==> src/rtl/mrdy_waitgen.sv <==
// mrdy_waitgen: wait-state generator holding MRDY low to stretch E-high per chip select
// Ports:
//   i_clkx4              4x E clock, all state changes on posedge
//   i_reset              asynchronous active-high reset
//   i_qx, i_ex           Q/E phase from the clock generator
//   i_ba                 bus available; 1 = no CPU cycle, never stretch
//   i_ncs_*              active-low chip selects (rom0, rom1, ram, uart, ext, extio)
//   i_ext_nwait          external bus wait request, active low, asynchronous
//   o_mrdy               0 = hold E high
//   o_waiting            1 while a cycle is being stretched
//   o_tmo                sticky flag: an external wait hold hit TIMEOUT
module mrdy_waitgen #(
  parameter int WS_ROM0  = 1,
  parameter int WS_ROM1  = 1,
  parameter int WS_RAM   = 0,
  parameter int WS_UART  = 2,
  parameter int WS_EXT   = 2,
  parameter int WS_EXTIO = 3,
  parameter int CNT_W    = 4,
  parameter int TIMEOUT  = 255,
  parameter int TO_W     = 8
) (
  input  logic i_clkx4,
  input  logic i_reset,
  input  logic i_qx,
  input  logic i_ex,
  input  logic i_ba,
  input  logic i_ncs_rom0,
  input  logic i_ncs_rom1,
  input  logic i_ncs_ram,
  input  logic i_ncs_uart,
  input  logic i_ncs_ext,
  input  logic i_ncs_extio,
  input  logic i_ext_nwait,
  output logic o_mrdy,
  output logic o_waiting,
  output logic o_tmo
);
  typedef enum logic [1:0] {IDLE, COUNT, EXTHOLD} state_t;
  state_t           r_state;
  logic [CNT_W-1:0] r_cnt;
  logic [TO_W-1:0]  r_tcnt;
  logic [1:0]       r_sync;
  logic             r_is_ext;
  logic             r_tmo;
  logic [CNT_W-1:0] w_ws;
  logic             w_ext;
  logic [1:0]       w_ph;
  assign w_ph = {i_qx, i_ex};
  // priority EXTIO > UART > EXT > ROM1 > ROM0 > RAM
  always_comb begin
    w_ws  = !i_ncs_extio ? CNT_W'(WS_EXTIO) :
            !i_ncs_uart  ? CNT_W'(WS_UART)  :
            !i_ncs_ext   ? CNT_W'(WS_EXT)   :
            !i_ncs_rom1  ? CNT_W'(WS_ROM1)  :
            !i_ncs_rom0  ? CNT_W'(WS_ROM0)  :
            !i_ncs_ram   ? CNT_W'(WS_RAM)   : '0;
    w_ext = !i_ncs_extio || (i_ncs_uart && !i_ncs_ext);
  end
  always_ff @(posedge i_clkx4 or posedge i_reset) begin
    if (i_reset) begin
      r_state  <= IDLE;
      r_cnt    <= '0;
      r_tcnt   <= '0;
      r_sync   <= 2'b11;
      r_is_ext <= 1'b0;
      r_tmo    <= 1'b0;
    end else begin
      r_sync <= {r_sync[0], i_ext_nwait};
      case (r_state)
        IDLE: if (w_ph == 2'b11 && !i_ba) begin
          r_is_ext <= w_ext;
          r_tcnt   <= '0;
          if (w_ws != '0) begin
            r_cnt   <= w_ws - 1'b1;
            r_state <= COUNT;
          end else if (w_ext) r_state <= EXTHOLD;
        end
        COUNT: if (w_ph == 2'b01) begin
          if (r_cnt != '0) r_cnt <= r_cnt - 1'b1;
          else begin
            r_tcnt  <= '0;
            r_state <= r_is_ext ? EXTHOLD : IDLE;
          end
        end else if (w_ph != 2'b11) r_state <= IDLE;
        EXTHOLD: if (w_ph == 2'b01) begin
          if (r_sync[1]) r_state <= IDLE;
          else if (r_tcnt == TO_W'(TIMEOUT - 1)) begin
            r_state <= IDLE;
            r_tmo   <= 1'b1;
          end else r_tcnt <= r_tcnt + 1'b1;
        end else if (w_ph != 2'b11) r_state <= IDLE;
        default: r_state <= IDLE;
      endcase
    end
  end
  assign o_mrdy    = (r_state == IDLE);
  assign o_waiting = (r_state != IDLE);
  assign o_tmo     = r_tmo;
endmodule

==> config.mk <==
export PLATFORM = sky130hd
export DESIGN_NAME = mrdy_waitgen
export DESIGN_NICKNAME = d
export VERILOG_FILES = /design/src/rtl/mrdy_waitgen.sv
export SDC_FILE = /design/constraint.sdc
export NUM_CORES = 1
export LEC_CHECK = 0
export ABC_AREA = 1
export BUFFER_PORTS_ARGS = -buffer_cell sky130_fd_sc_hd__buf_4
export CAP_MARGIN = 30
export CORE_MARGIN = 1.5
export CORE_UTILIZATION = 50
export DETAILED_ROUTE_END_ITERATION = 8
export PLACE_DENSITY_LB_ADDON = 0.12
export SYNTH_ARGS = -nofsm -noshare
export SYNTH_HDL_FRONTEND = slang
export SYNTH_SLANG_ARGS = --single-unit
export TNS_END_PERCENT = 50
==> constraint.sdc <==
create_clock -name i_clkx4 -period 3.5 [get_ports i_clkx4]
set_input_delay 0.175 -clock i_clkx4 [delete_from_list [all_inputs] [get_ports i_clkx4]]
set_output_delay 0.175 -clock i_clkx4 [all_outputs]
set_load 0.01 [all_outputs]
==> results.sh <==
export IMPL_drt_pass1_iterations=4
export IMPL_grt_use_total_pct=20.90
export IMPL_clock_sinks=18
export IMPL_hold_violations=0
export IMPL_grt_max_degree=19
export IMPL_routed_wl_um=2352
export IMPL_finalCritPeriodShare_pct=43.08
export IMPL_remaining_drc_errors=0
export IMPL_postCtsSetupRepairBufs=0
export IMPL_final_cell_mix="nand2_1, inv_1, dfrtp_1"
export IMPL_synthDistinctLibCells=26
export IMPL_std_cell_rows=17
export IMPL_worst_pin_slew_ps=689.2
export IMPL_n_antenna_cell=0
export IMPL_h_tree_depth=1
export IMPL_crit_fanout=8
export IMPL_powerDensity_mw_per_mm2=522.0
export IMPL_port_buffers=13
export IMPL_setup_tns_ps=0
export IMPL_reg2reg_from="r_cnt[0]"
export IMPL_syn_to_final_growth_pct=15.16
export IMPL_fillers=205
export IMPL_hold_end="r_state[1]"
export IMPL_ant_nets=0
export IMPL_avgSynthCellArea_um2=6.820
export IMPL_cts_clk_slew_worst_paths_ps=110
export IMPL_dp_cells=214
export IMPL_rsz0062_at_grt="no"
export IMPL_cts_root_buf="clkbuf_4"
export IMPL_status="complete, no violations"
export IMPL_die_area_mm2=0.002660
export IMPL_regArea_um2=452.9
export IMPL_max_freq_mhz=663.3
export IMPL_peakVddDrop_uv=418.9
export IMPL_worstSkewPairLatency_ps=290
export IMPL_io_pins=15
export IMPL_hp_start="i_ba"
export IMPL_fin_skew_ps=8.174
export IMPL_critPathArrivalTime_ps=1700
export IMPL_cts_resized=0
export IMPL_r2r_slack_ps=1990
export IMPL_syn_inst=173
export IMPL_die_h_um=51.58
export IMPL_multiInputGateArea_um2=625.6
export IMPL_reg2reg_to="r_tcnt[0]"
export IMPL_overflow=0
export IMPL_synth_nets=189
export IMPL_holdPathStages=4
export IMPL_syn_area_mm2=0.001180
export IMPL_placed_cell_area_mm2=0.001313
export IMPL_critPathRequiredTime_ps=3690
export IMPL_antenna_found_initial=0
export IMPL_coreArea_mm2=0.002212
export IMPL_final_area_mm2=0.001359
export IMPL_min_period_ps=1508
export IMPL_rr_worst_depth=9
export IMPL_clockBufferDepth=2
export IMPL_synth_warnings=0
export IMPL_start_util_pct=53.34
export IMPL_holdCritPathClass="in -> reg"
export IMPL_gp_congestion=0.8866
export IMPL_routedWlPerCell_um=10.69
export IMPL_critical_path_class="reg -> reg"
export IMPL_drv_cap=0
export IMPL_instances_no_fill=220
export IMPL_drt_iter0_drc=28
export IMPL_setup_violations=0
export IMPL_ys_seq_area_share_pct=38.39
export IMPL_final_max_slew_viol_count=0
export IMPL_drive_above_1_share_pct=16.15
export IMPL_chipWidth_um=51.58
export IMPL_ys_seq_elements=18
export IMPL_nets=209
export IMPL_grt_pass1_vias=1014
export IMPL_total_leakage_power_nw=0.7704
export IMPL_cts_buffers=3
export IMPL_grt_first_pass_wirelength_um=4140
export IMPL_startpoint_type="flop"
export IMPL_cts_tree="done"
export IMPL_routed_via_density=4.873
export IMPL_final_common_cell="nand2_1"
export IMPL_cp_end_kind="flop"
export IMPL_dp_hpwl_um=1811
export IMPL_vias=1072
export IMPL_relSlewSlack_pct=54.00
## synthesized netlist by cell type, drive strengths merged
cell type	count	area [um^2]
nand2	70	275.3
inv	26	97.59
nor2	18	87.58
dfrtp	16	400.4
nand3	13	70.07
o21ai	5	28.77
a21oi	4	20.02
ha	4	50.05
o21bai	4	30.03
a31oi	2	12.51
dfstp	2	52.55
nand4	2	12.51
nor3	2	10.01
or2	2	12.52
clkinv	1	3.750
nand3b	1	7.510
xnor2	1	8.760
## how the worst max path moves through the flow
stage	start	endpoint	slack [ps]	cells past startpoint
2_1_floorplan	r_cnt[0]	r_tcnt[4]	2210	9
3_3_place_gp	r_cnt[0]	r_tcnt[4]	2060	9
3_5_place_dp	r_cnt[0]	r_tcnt[4]	2000	9
4_1_cts	r_cnt[0]	r_tcnt[0]	2000	9
5_1_grt	r_tcnt[0]	r_tcnt[4]	1860	9
6_report	r_cnt[0]	r_tcnt[0]	1990	9
## worst max-delay path, cell delays in order, from the launching register on
cell	delay, ps
dfrtp_1	390
inv_1	110
ha_1	220
nand3_1	160
nand2_1	120
nand2_1	70
nor2_2	120
nand2_4	100
nand2_1	70
nand2_1	50
## registers in the layout, summed over array words and instances (netlist names)
register,flops
o_tmo,1
r_cnt,4
r_is_ext,1
r_state,2
r_sync,2
r_tcnt,8
## metal layers
layer  vias to the layer above  track usage, %  part of all wire (%)
li1                        578               -                     -
met1                       473           27.87                    49
met2                        16           34.19                    47
met3                         5           3.448                   2.4
met4                         0           7.895                   1.4
met5                         -               0                     0
## repair_timing
item	4_1_cts	5_1_grt
hold buffers	2	0
setup endpoints to repair	0	0
hold endpoints to repair	10	0
## power by group
part / switching, mW / internal [mW] / total, mW / leakage [nW]
sequential: 0.0224 / 0.243 / 0.265 / 0.236
clock: 0.0641 / 0.0443 / 0.108 / 0.0150
combinational: 0.217 / 0.119 / 0.336 / 0.520
total: 0.303 / 0.406 / 0.709 / 0.770
## cell type report
cell class / instances / area share [%]
clock buffer: 4 / 1.934
inverter: 27 / 7.459
multi-input combinational: 128 / 46.04
sequential: 18 / 33.33
tap: 28 / 2.578
timing repair buffer: 15 / 8.656
## logic make-up (layout without fill, tap and decap cells)
group / Yosys count / after routing / synth area share, %
and+or+nand+nor: 108 / 108 / 40.30
buffers and inverters: 27 / 46 / 8.589
DFF: 18 / 18 / 38.39
AOI/OAI and AO/OA: 15 / 15 / 7.741
adders and majority gates: 4 / 4 / 4.242
xor gates and xnor gates: 1 / 1 / 0.7424
## per-stage QoR
stage	hold slack [ps]	setup WS (ps)	utilization, %	power (mW)
final	217.6	1992	61.43	0.7093
after global routing	210.7	1856	61.43	0.7756
after CTS	207.1	1999	61.43	0.7159
after detailed placement	285.6	2003	59.33	0.6035
after global placement	283.1	2064	59.33	0.5884
after floorplan	112.1	2211	-	0.5155
Note: power is estimated with default switching activity, not from simulation.
